**src/rtl/pipe_en_chain.sv**
```systemverilog
// Elastic DEPTH-stage register chain with valid/ready handshake, global enable,
// synchronous flush and occupancy count. Empty stages always accept (bubble collapse).
module pipe_en_chain #(
    parameter int WIDTH = 8,
    parameter int DEPTH = 3,
    parameter int CNTW  = 2
) (
    input  logic             clk,
    input  logic             reset_n,
    input  logic             en,
    input  logic             flush,
    input  logic             in_valid,
    output logic             in_ready,
    input  logic [WIDTH-1:0] in_data,
    output logic             out_valid,
    input  logic             out_ready,
    output logic [WIDTH-1:0] out_data,
    output logic [CNTW-1:0]  count
);

    logic [DEPTH-1:0] v;
    logic [WIDTH-1:0] d [DEPTH];
    logic [DEPTH:0]   r;
    logic [DEPTH-1:0] v_up;
    logic [WIDTH-1:0] d_up [DEPTH];
    logic             in_xfer;
    logic             out_xfer;

    // Ready ripples from the output back to stage 0; a running variable keeps
    // the chain free of combinational self-reference on r.
    always_comb begin
        logic rdy;
        rdy      = out_ready & en;
        r[DEPTH] = rdy;
        for (int i = DEPTH - 1; i >= 0; i--) begin
            rdy  = en & (~v[i] | rdy);
            r[i] = rdy;
        end
    end

    always_comb begin
        v_up[0] = in_valid;
        d_up[0] = in_data;
        for (int i = 1; i < DEPTH; i++) begin
            v_up[i] = v[i-1];
            d_up[i] = d[i-1];
        end
    end

    assign in_ready  = r[0] & ~flush & reset_n;
    assign out_valid = v[DEPTH-1] & en & ~flush;
    assign out_data  = d[DEPTH-1];
    assign in_xfer   = in_valid & in_ready;
    assign out_xfer  = out_valid & out_ready;

    always_ff @(posedge clk or negedge reset_n) begin
        if (!reset_n) begin
            v     <= '0;
            count <= '0;
            for (int i = 0; i < DEPTH; i++) begin
                d[i] <= '0;
            end
        end else if (flush) begin
            v     <= '0;
            count <= '0;
        end else if (en) begin
            for (int i = 0; i < DEPTH; i++) begin
                if (r[i]) begin
                    v[i] <= v_up[i];
                    if (v_up[i]) begin
                        d[i] <= d_up[i];
                    end
                end
            end
            case ({in_xfer, out_xfer})
                2'b10:   count <= count + CNTW'(1);
                2'b01:   count <= count - CNTW'(1);
                default: count <= count;
            endcase
        end
    end

endmodule

```
**config.mk**
```make
export PLATFORM = sky130hd
export DESIGN_NAME = pipe_en_chain
export DESIGN_NICKNAME = d
export VERILOG_FILES = /design/src/rtl/pipe_en_chain.sv
export SDC_FILE = /design/constraint.sdc
export NUM_CORES = 1
export LEC_CHECK = 0
export ABC_AREA = 1
export BUFFER_PORTS_ARGS = -buffer_cell sky130_fd_sc_hd__buf_2
export CAP_MARGIN = 20
export CORE_MARGIN = 8
export CORE_UTILIZATION = 36
export CTS_CLUSTER_DIAMETER = 80
export DETAILED_ROUTE_END_ITERATION = 7
export PLACE_DENSITY = 0.54
export SYNTH_ARGS = -nofsm -noshare
export SYNTH_HDL_FRONTEND = slang
export SYNTH_SLANG_ARGS = --single-unit
```
**constraint.sdc**
```tcl
create_clock -name clk -period 1.67 [get_ports clk]
set_clock_uncertainty 0.1 [all_clocks]
set_input_delay 0 -clock clk [delete_from_list [all_inputs] [get_ports clk]]
set_output_delay 0 -clock clk [all_outputs]
set_load 0.03 [all_outputs]
```
# == Yosys cells after proc, flatten, opt, wreduce, memory -nomap -nowiden ==
# Cells that the tools add are included.
# totals
register_bits,29
elab_cells,48
output_inout_bits,12
input_bits,14
# op_classes
addsub,2
bitwise,17
n_eq_ne,2
n_mux,8
n_reduce_logical,12
# op_table
cell,count
AND reduction 4 bit,3
bitwise AND 1 bit,10
AND reduction 2 bit,4
nonzero test 2 bit,4
2-to-1 mux 3 bit,2
2-to-1 mux 2 bit,2
inverter 1 bit,4
one-hot mux 2 bit (2 select lines),1
2-to-1 mux 1 bit,3
OR 1 bit,3
nonzero test 3 bit,1
"adder 2 x 1 -> 2 bit, second input constant",1
"equality test 2 x 1 -> 1 bit, second input constant",1
"equality test 2 bit, second input constant",1
"subtractor 2 x 1 -> 2 bit, second input constant",1

# == Logic depth before layout (Yosys ltp) ==
# Gate-level depths: netlist of run 1.
# logic_depth
depth_word,14
ltp_mapped,10
mapped_depth_nobuf,10

# == Worst setup path after synthesis of run 1 ==
# No wires, ideal clock.
# synth_path
kind,register to register
from,reg v[2]
to,reg count[1]
required_time_ns,1.452
arrival_time_ns,1.104
stages_incl_launch_ff,10
setup_ns,0.118
period_less_slack_ns,1.322
setup_slack_ns,0.348
cell_sequence,dfrtp_1 > nand2_2 > nor2_4 > nand2_2 > inv_2 > nand2_2 > nand2_1 > nand2_1 > nand2_1 > nand2_1
# synth_via
elab_cells_between_ends,20
cone_classes,eq/ne: 2; mux: 3; bitwise: 13; reduce/logical: 2
# synth_lines
element,line_no,text
"start, declared",21,logic [DEPTH-1:0] v;
"start signal, assigned by index",69,v[i] <= v_up[i];
bitwise AND 1 bit (*) (2 in series),51,assign out_valid = v[DEPTH-1] & en & ~flush;
net out_valid,15,"output logic out_valid,"
bitwise AND 1 bit (*),54,assign out_xfer = out_valid & out_ready;
equality test 2 x 1 -> 1 bit or equality test 2 bit (tied branches),75,"case ({in_xfer, out_xfer})"
one-hot mux 2 bit (2 select lines),75,
2-to-1 mux 2 bit,66,end else if (en) begin
2-to-1 mux 2 bit,63,end else if (flush) begin
"end signal, assigned",76,2'b10: count <= count + CNTW'(1);
"end signal, assigned",77,2'b01: count <= count - CNTW'(1);
"end signal, assigned",78,default: count <= count;
"end, declared",18,output logic [CNTW-1:0] count
# The timed path passes the listed nets; every way through them passes the cells marked *. The select of a mux whose other input is x is not followed.
# A chain may end at the register's enable or synchronous reset.

# == Final worst setup path of run 1 ==
# layout_path
from,reg v[2]
to,"reg d, in the netlist out_data[1]"
# layout_via
elab_chain_len,4
# layout_lines
element,line_no,text
inverter 1 bit,36,rdy = en & (~v[i] | rdy);
OR 1 bit,36,
bitwise AND 1 bit,36,
AND reduction 4 bit (no source line),-,
"end signal, assigned by index",71,d[i] <= d_up[i];
"end, declared",22,logic [WIDTH-1:0] d [DEPTH];
# No other way between the ends.

==> out/metrics.cfg, run 1 <==
[clocking]
cts.reportedPaths.clkPinSlew_ns=0.06
cts_max_level=2
clock-sinks=29
cts_tree=yes
cts_buffer_depth=2
hold_buffers=11
insertion_delay_ns=0.28
post_cts_buffers=0
root_buffer=clkbuf_8
numCtsBuffers=5
ctsResizeCount=0

[layout]
fin_nets=182
drive_gt1_frac=0.3254
area_delta_synth_final_pct=24.84
postLayoutCoreUtil=0.4604
n_antenna_cell=0
register_area_um2=725.7
multi_input_area_um2=452.9
n_fill_cell=387

[critical_path]
cp.arrival_ns=1.47
critPathCaptureType=flip-flop
crit_type=flip-flop to flip-flop
start_kind=flip-flop
r2r_setup_slack_ns=0.27
cp_max_fo=11
slowest_delay_ns=0.44
cp_slowest_cell=dfrtp_1
path_cells=a21oi_4 > nand2_2 > mux2_4
required_ns=1.73

[sta]
fmax_mhz=712.0
setup_violations=0
fin_crit_ns=1.404
tightestPinTransition_ns=0.3077
slew_headroom=0.7946
tns_ns=0
hold_ws_ns=0.02262
hold_viol=0
finalCritPeriodShare=0.8410
rsz0062_at_grt=no
slew_viol_final=0

[yosys]
ys_types=20
syn-instance-count=134
yosysWarnings=0
synthesis.area_um2=1340
syn_nets=148
synth_top_area_frac=0.5415
ys_ff_latch=29
yosysTopAreaCell=dfrtp_1
syn_area_per_cell_um2=10.00
netlist_top_cells_area=dfrtp_1 (54%), nand2_1 (8.1%), mux2_4 (5.6%)
ys_seq_area_frac=0.5415

[detailed_routing]
drt_iter0_drc=61
vias_per_cell=4.355
wl_per_cell_um=11.41
firstDrtPassIters=4
ant_nets=0
drt_wl_total_um=2476
dr_total_vias=945
drc=0

[placement]
dp_hpwl_um=1856
portBuffers=25
place.gp.congestion=0.7095

[power]
p_leak_uw=0.0008777
switching_power_uw=545.7
finalPower_uw=2022
vdd_drop_max_mv=0.7651
swShare=0.2698
power_per_cell_area_nw_per_um2=1209
pwr-share-comb=0.192
p_int_uw=1477
p_clk_frac=0.363
seqPwrFrac=0.446

[floorplan]
fp.dieH_um=77.01
core_area_um2=3633
core.rowCount=22
pin_count=26
die_width_um=77.01
initial_utilization=0.3688
dieArea_um2=5931

[global_routing]
grt_max_degree=20
overflow=0
grt_pass1_wl_um=4443
grt_pass1_vias=955
grt_util_all_layers=0.09244
antenna_found_initial=0

[job]
max_cap_viol_count=0

[run_status]
status=complete, no violations

[worst_hold_path]
hold_class=input pin to flip-flop

synth_stat cells:
cell     count
buf_4        8
a21oi_1      2
nand2_2      5
buf_6        3
inv_1       14
nand3_1      3
mux2_4       5
xnor2_1      1
nand2_1     29
o31ai_1      1
nand4_1      4
mux2_2       1
inv_2        4
nand3_2      2
o21ai_1     10
a21oi_4      1
o21ai_0      5
dfrtp_1     29
nor2_1       4
nor2_4       3
placed cells by master, fill, tap and decap left out, drive strengths merged:
cell type     n
clkbuf        7
bufinv        1
o21ai        15
buf          27
nand3         5
a21oi         3
dlygate4sd3  11
mux2          6
xnor2         1
nand4         4
nand2        34
o31ai         1
inv          18
dfrtp        29
nor2          7
registers in the layout, summed over array words and instances, names as in the netlist:
register	flops
v	3
out_data	8
count	2
d	16
per-layer routing:
| layer | vias to the layer above | global-route usage | part of all wire |
|---|---|---|---|
| met5 | - | 0 | 0 |
| met4 | 0 | 0.03962 | 0.016 |
| met3 | 7 | 0.04429 | 0.055 |
| met2 | 22 | 0.1376 | 0.45 |
| met1 | 434 | 0.1109 | 0.48 |
| li1 | 482 | - | - |
critical path: cells and delay by family, from the launching register on:
kind	cells	cell delay, ns
AOI/OAI and AO/OA	1	0.20
DFF	1	0.44
muxes	1	0.34
and+or+nand+nor	1	0.20
power groups by stage:
stage / logic [uW] / registers, uW / clock network (uW)
global route: 432 / 916 / 787
detailed placement: 375 / 917 / 0
CTS: 396 / 904 / 755
floorplan: 327 / 899 / 0
finish: 388 / 901 / 733
global placement: 364 / 909 / 0
logic make-up after synthesis:
family,count (synthesis),synth area share
xor gates and xnor gates,1,0.006537
DFF,29,0.5416
AOI/OAI and AO/OA,19,0.08124
muxes,6,0.06442
buffers and inverters,29,0.1204
and+or+nand+nor,50,0.1858
area by class of cell:
class                   instances  share of cell area
inverters                      18             0.04039
well taps                      48             0.03590
repair buffers                 38              0.1496
clock inverters                 1             0.01795
flip-flops and latches         29              0.4338
clock buffers                   7             0.05161
multi-input cells              76              0.2708
path summary, 6_finish.rpt:
check / startpoint / end / cells after the start
setup / recovery: v[2]$_DFFE_PN0P_ / out_data[1]$_DFFE_PN0P_ / 3
hold / removal: in_valid / v[0]$_DFFE_PN0P_ / 5
setup reg to reg: v[2]$_DFFE_PN0P_ / out_data[1]$_DFFE_PN0P_ / 3
hold reg to reg: out_data[4]$_DFFE_PN0P_ / out_data[4]$_DFFE_PN0P_ / 2
max in group asynchronous: reset_n / v[0]$_DFFE_PN0P_ / 3
min in group asynchronous: reset_n / d[21]$_DFFE_PN0P_ / 2
stage by stage:
| stage | cells | worst slack, ns | cell area (um^2) |
|---|---|---|---|
| floorplan | 134 | 0.3477 | 1340 |
| global placement | 198 | 0.3347 | 1446 |
| detailed placement | 198 | 0.2722 | 1446 |
| CTS | 217 | 0.2711 | 1673 |
| global route | 217 | 0.1922 | 1673 |
| finish | 217 | 0.2656 | 1673 |
Power figures use the tool's default switching activity.
==> inputs of run 2 (changes only) <==
- clock period: 1.67 -> 1.47 ns (I/O delays scaled with it)
==> run 2 against run 1 <==
Net effect:
- critical endpoint unchanged
- die area did not move
- worst hold slack improved by 0.022 ns
- first-iteration DRC count decreased by 46%
- sequential share of layout area down 0.51 points
==> out/metrics.cfg, run 2 (synthesized netlist as in run 1, its figures left out) <==
[layout]
fin_nets=182  ; unchanged
largest_reg_flops=16  ; unchanged
area_delta_synth_final_pct=26.33
layout_common_cells=nand2_1 (29), dfrtp_1 (29), buf_2 (25)
design_area_um2=1693  ; +1.2%
top_register=d
drive_gt1_frac=0.3254  ; unchanged
n_antenna_cell=0  ; unchanged

[sta]
hold_viol=0  ; unchanged
fin_crit_ns=1.378  ; -0.02619 ns
slew_headroom=0.8007  ; +0.006035
setup_violations=0  ; unchanged
fmax_mhz=725.6  ; +1.9%
tns_ns=0  ; unchanged
slew_viol_final=0  ; unchanged
finalCritPeriodShare=0.9376  ; +0.09660
tightestPinTransition_ns=0.2990  ; -0.008699 ns
rsz0062_at_grt=no

[detailed_routing]
drc=0  ; unchanged
wl_met3_um=115  ; -16%
ant_nets=0  ; unchanged
wl_per_cell_um=11.19  ; -1.9%
dr_total_vias=939  ; -0.63%
routedLengthMet1_um=1134  ; -4.1%
drt_wl_total_um=2428  ; -1.9%
drt_iter0_drc=33  ; -46%
route.met2.wl_um=1148  ; +2.9%
top_layer=met4
vias_per_cell=4.327  ; -0.63%
firstDrtPassIters=4  ; unchanged

[critical_path]
critPathCaptureType=flip-flop
crit_type=flip-flop to flip-flop
cp.arrival_ns=1.43  ; -0.04 ns
required_ns=1.53  ; -0.20 ns
cp_max_fo=11  ; unchanged
start_kind=flip-flop

[floorplan]
dieArea_um2=5931  ; unchanged
initial_utilization=0.3688  ; unchanged
die_width_um=77.01  ; unchanged
fp.dieH_um=77.01  ; unchanged
core.rowCount=22  ; unchanged
pin_count=26  ; unchanged
core_area_um2=3633  ; unchanged

[clocking]
insertion_delay_ns=0.27  ; about the same
cts.reportedPaths.clkPinSlew_ns=0.06  ; about the same
root_buffer=clkbuf_8
cts_max_level=2  ; unchanged
numCtsBuffers=5  ; unchanged
clock-sinks=29  ; unchanged
cts_buffer_depth=2  ; unchanged
cts_tree=yes
post_cts_buffers=0  ; unchanged

[placement]
dp_hpwl_um=1862  ; +0.32%
portBuffers=25  ; unchanged
placed_cell_area_um2=1459  ; +0.86%
place.gp.congestion=0.7011  ; -1.2%

[run_status]
status=complete, no violations

[global_routing]
grt_pass1_wl_um=4402  ; -0.92%
overflow=0  ; unchanged
grt_pass1_vias=955  ; unchanged
grt_max_degree=20  ; unchanged
antenna_found_initial=0  ; unchanged
grt_util_all_layers=0.09064  ; -0.001796

[job]
max_cap_viol_count=0  ; unchanged

[worst_hold_path]
hold_class=input pin to flip-flop

[power]
p_leak_uw=0.0008813  ; +0.41%
power_per_cell_area_nw_per_um2=1352  ; +12%
vdd_drop_max_mv=0.5760  ; -25%

run 2: what timing repair did:
action,4_1_cts,5_1_grt
resized for setup,0,1
hold buffers,11,0
setup endpoints to repair,0,1
endpoints found under the hold margin,39,0
run 2: metal layers:
metal	global-route usage	vias up
met5	0	-
met4	0.03396	0
met3	0.04196	4
met2	0.1410	19
met1	0.1064	430
li1	-	486
run 2: final timing paths:
| kind | from | endpoint | cells past startpoint | slack (ns) |
|---|---|---|---|---|
| max in group asynchronous | reset_n | out_data[1]$_DFFE_PN0P_ | 3 | 0.69 |
| max reg2reg | v[2]$_DFFE_PN0P_ | out_data[1]$_DFFE_PN0P_ | 3 | 0.09 |
| min | in_valid | v[0]$_DFFE_PN0P_ | 5 | 0.04 |
| min in group asynchronous | reset_n | d[22]$_DFFE_PN0P_ | 2 | 0.05 |
| max | v[2]$_DFFE_PN0P_ | out_data[1]$_DFFE_PN0P_ | 3 | 0.09 |
| min reg2reg | d[20]$_DFFE_PN0P_ | d[20]$_DFFE_PN0P_ | 2 | 0.37 |
run 2: worst max-delay path: stages, from the launching register on:
cell     delay (ns)
dfrtp_1        0.44
a21oi_4        0.19
nand2_2        0.18
mux2_4         0.34
run 2: metrics by stage:
step / utilization / setup WS (ns) / cells / power, uW / hold slack, ns
after global placement: 0.4015 / 0.1332 / 198 / 1449 / -0.2030
after CTS: 0.4638 / 0.08590 / 217 / 2327 / 0.03893
after detailed placement: 0.4015 / 0.09958 / 198 / 1470 / -0.1959
final: 0.4659 / 0.09177 / 217 / 2289 / 0.04422
after floorplan: - / 0.1477 / 134 / 1392 / -0.3956
after global routing: 0.4659 / 0.01402 / 217 / 2435 / 0.06792
run 2: area by class of cell:
| type | count | area [um^2] |
|---|---|---|
| clock buffers | 7 | 86.33 |
| clock inverters | 1 | 30.03 |
| fillers | 366 | 1941 |
| inverters | 18 | 67.56 |
| multi-input cells | 76 | 460.4 |
| flip-flops and latches | 29 | 725.7 |
| well taps | 48 | 60.06 |
| repair buffers | 38 | 262.8 |
run 2: where the power goes:
part / internal, uW / leakage, uW / switching [uW] / total, uW
clock: 551 / 0.0000585 / 269 / 821
sequential: 951 / 0.000372 / 73.9 / 1020
combinational: 179 / 0.000451 / 266 / 444
==> inputs of run 3 (changes only) <==
==> constraint.sdc (replaced) <==
create_clock -name clk -period 1.6 [get_ports clk]
set_clock_uncertainty 0.1 [all_clocks]
set_input_delay 0 -clock clk [delete_from_list [all_inputs] [get_ports clk]]
set_output_delay 0 -clock clk [all_outputs]
set_load 0.1 [all_outputs]
==> run 3 against run 2 <==
Net effect:
- setup slack improved by 0.019 ns
- sequential power decreased by 8%
- worst hold slack got worse by 0.012 ns
- utilization about the same
- clock-buffer cell count decreased by 1
- flip-flop and latch count unchanged
- non-clock buffer count unchanged
- total power increased by 4.7%
- largest power group unchanged
==> out/metrics.cfg, run 3 (synthesized netlist as in run 1, its figures left out) <==
[run_status]
status=complete, no violations

[sta]
hold_ws_ns=0.03198  ; -0.01225 ns
slew_headroom=0.6751  ; -0.1256
slew_viol_final=0  ; unchanged
finalCritPeriodShare=0.9307
tightestPinTransition_ns=0.4907  ; +0.1917 ns
rsz0062_at_grt=no
fmax_mhz=671.5
hold_viol=0  ; unchanged
tns_ns=0  ; unchanged
setup_violations=0  ; unchanged
fin_crit_ns=1.489

[floorplan]
dieArea_um2=5931  ; unchanged
core_area_um2=3633  ; unchanged
fp.dieH_um=77.01  ; unchanged
core.rowCount=22  ; unchanged
pin_count=26  ; unchanged
initial_utilization=0.3688  ; unchanged
die_width_um=77.01  ; unchanged

[clocking]
cts.reportedPaths.clkPinSlew_ns=0.06  ; about the same
clock-sinks=29  ; unchanged
cts_max_level=2  ; unchanged
cts_tree=yes
cts_buffer_depth=2  ; unchanged
numCtsBuffers=5  ; unchanged
insertion_delay_ns=0.28  ; about the same
root_buffer=clkbuf_8

[critical_path]
required_ns=1.50  ; -0.03 ns
slowest_delay_ns=0.53  ; +0.09 ns
cp_max_fo=4  ; -7
cp_slowest_cell=dlygate4sd3_1
critPathCaptureType=output port
cp.arrival_ns=1.39  ; -0.04 ns
start_kind=input pin
cp.buffers_inverters=4  ; +4
crit_family=buffers and inverters
crit_top_cell=buf_2
crit_type=input pin to output port
path_cells=dlygate4sd3_1 > buf_2 > inv_2 > nand2_2 > nor2_4 > buf_2

[placement]
numPlacedInstances=198  ; unchanged
placed_cell_area_um2=1464  ; +0.34%
place.gp.congestion=0.6932  ; -1.1%
portBuffers=25  ; unchanged
dp_hpwl_um=1791  ; -3.8%

[layout]
design_area_um2=1694  ; about the same
fin_nets=182  ; unchanged
largest_reg_flops=16  ; unchanged
fin_cells=217  ; unchanged
top_register=d
area_delta_synth_final_pct=26.42  ; about the same
layout_common_cells=nand2_1 (29), dfrtp_1 (29), buf_2 (24)
n_antenna_cell=0  ; unchanged
drive_gt1_frac=0.3373  ; +0.01183

[detailed_routing]
ant_nets=0  ; unchanged
wl_per_cell_um=10.96  ; -2.1%
drt_wl_total_um=2378  ; -2.1%
dr_total_vias=928  ; -1.2%
vias_per_cell=4.276  ; -1.2%
drc=0  ; unchanged
firstDrtPassIters=3  ; -1
drt_iter0_drc=16  ; -52%

[power]
power_per_cell_area_nw_per_um2=1414  ; +4.6%
vdd_drop_max_mv=0.4734  ; -18%
p_leak_uw=0.0008797  ; -0.17%

[worst_hold_path]
hold_class=input pin to flip-flop

[global_routing]
overflow=0  ; unchanged
grt_util_all_layers=0.08808  ; -0.002565
grt_pass1_wl_um=4243  ; -3.6%
antenna_found_initial=0  ; unchanged
grt_max_degree=30  ; +50%
grt_pass1_vias=996  ; +4.3%

[job]
max_cap_viol_count=0  ; unchanged

==> run 3: stage by stage <==
| stage | util | power (uW) | worst slack, ns |
|---|---|---|---|
| 6_report | 0.4663 | 2396 | 0.1109 |
| 5_1_grt | 0.4663 | 2511 | 0.05822 |
| 4_1_cts | 0.4663 | 2435 | 0.1098 |
| 3_5_place_dp | 0.4029 | 1622 | 0.2251 |
| 3_3_place_gp | 0.4029 | 1608 | 0.2658 |
| 2_1_floorplan | - | 1556 | -0.07498 |
==> run 3: area by class of cell <==
class	count	area (um^2)
inverters	18	67.56
fillers	373	1939
well taps	48	60.06
clock inverters	2	37.54
multi-input cells	76	455.4
repair buffers	38	265.3
clock buffers	6	82.58
flip-flops and latches	29	725.7
==> run 3: where the power goes <==
group / total, uW / switching, uW / internal, uW / leakage, uW
combinational: 682 / 519 / 164 / 0.000450
clock: 779 / 273 / 505 / 0.0000574
sequential: 935 / 62.1 / 873 / 0.000372
==> run 3: what timing repair did <==
action / 4_1_cts / 5_1_grt
resized for setup: 0 / 0
hold buffers: 11 / 0
hold endpoints to repair: 39 / 0
buffers inserted: 0 / 0
==> run 3: metal layers <==
| layer | global-route usage | vias up | part of all wire |
|---|---|---|---|
| met5 | 0 | - | 0 |
| met1 | 0.09617 | 416 | 0.46 |
| met2 | 0.1427 | 19 | 0.46 |
| met3 | 0.04429 | 5 | 0.063 |
| li1 | - | 488 | - |
| met4 | 0.03396 | 0 | 0.015 |
==> run 3: worst paths after layout <==
path                                    from                 endpoint  slack [ns]  cells past startpoint
min                                 in_valid         v[0]$_DFFE_PN0P_        0.03                      5
max in group asynchronous            reset_n  out_data[5]$_DFFE_PN0P_        0.89                      3
min in group asynchronous            reset_n        d[23]$_DFFE_PN0P_        0.23                      3
max                                    flush                out_valid        0.11                      6
max reg2reg                 v[2]$_DFFE_PN0P_  out_data[7]$_DFFE_PN0P_        0.23                      3
min reg2reg                d[20]$_DFFE_PN0P_        d[20]$_DFFE_PN0P_        0.38                      2
==> run 3: worst reg2reg max path, delay by kind of cell, from the launching register on <==
family	cells	cell delay [ns]
compound gates	1	0.20
flops	1	0.44
mux	1	0.34
simple gates	1	0.18
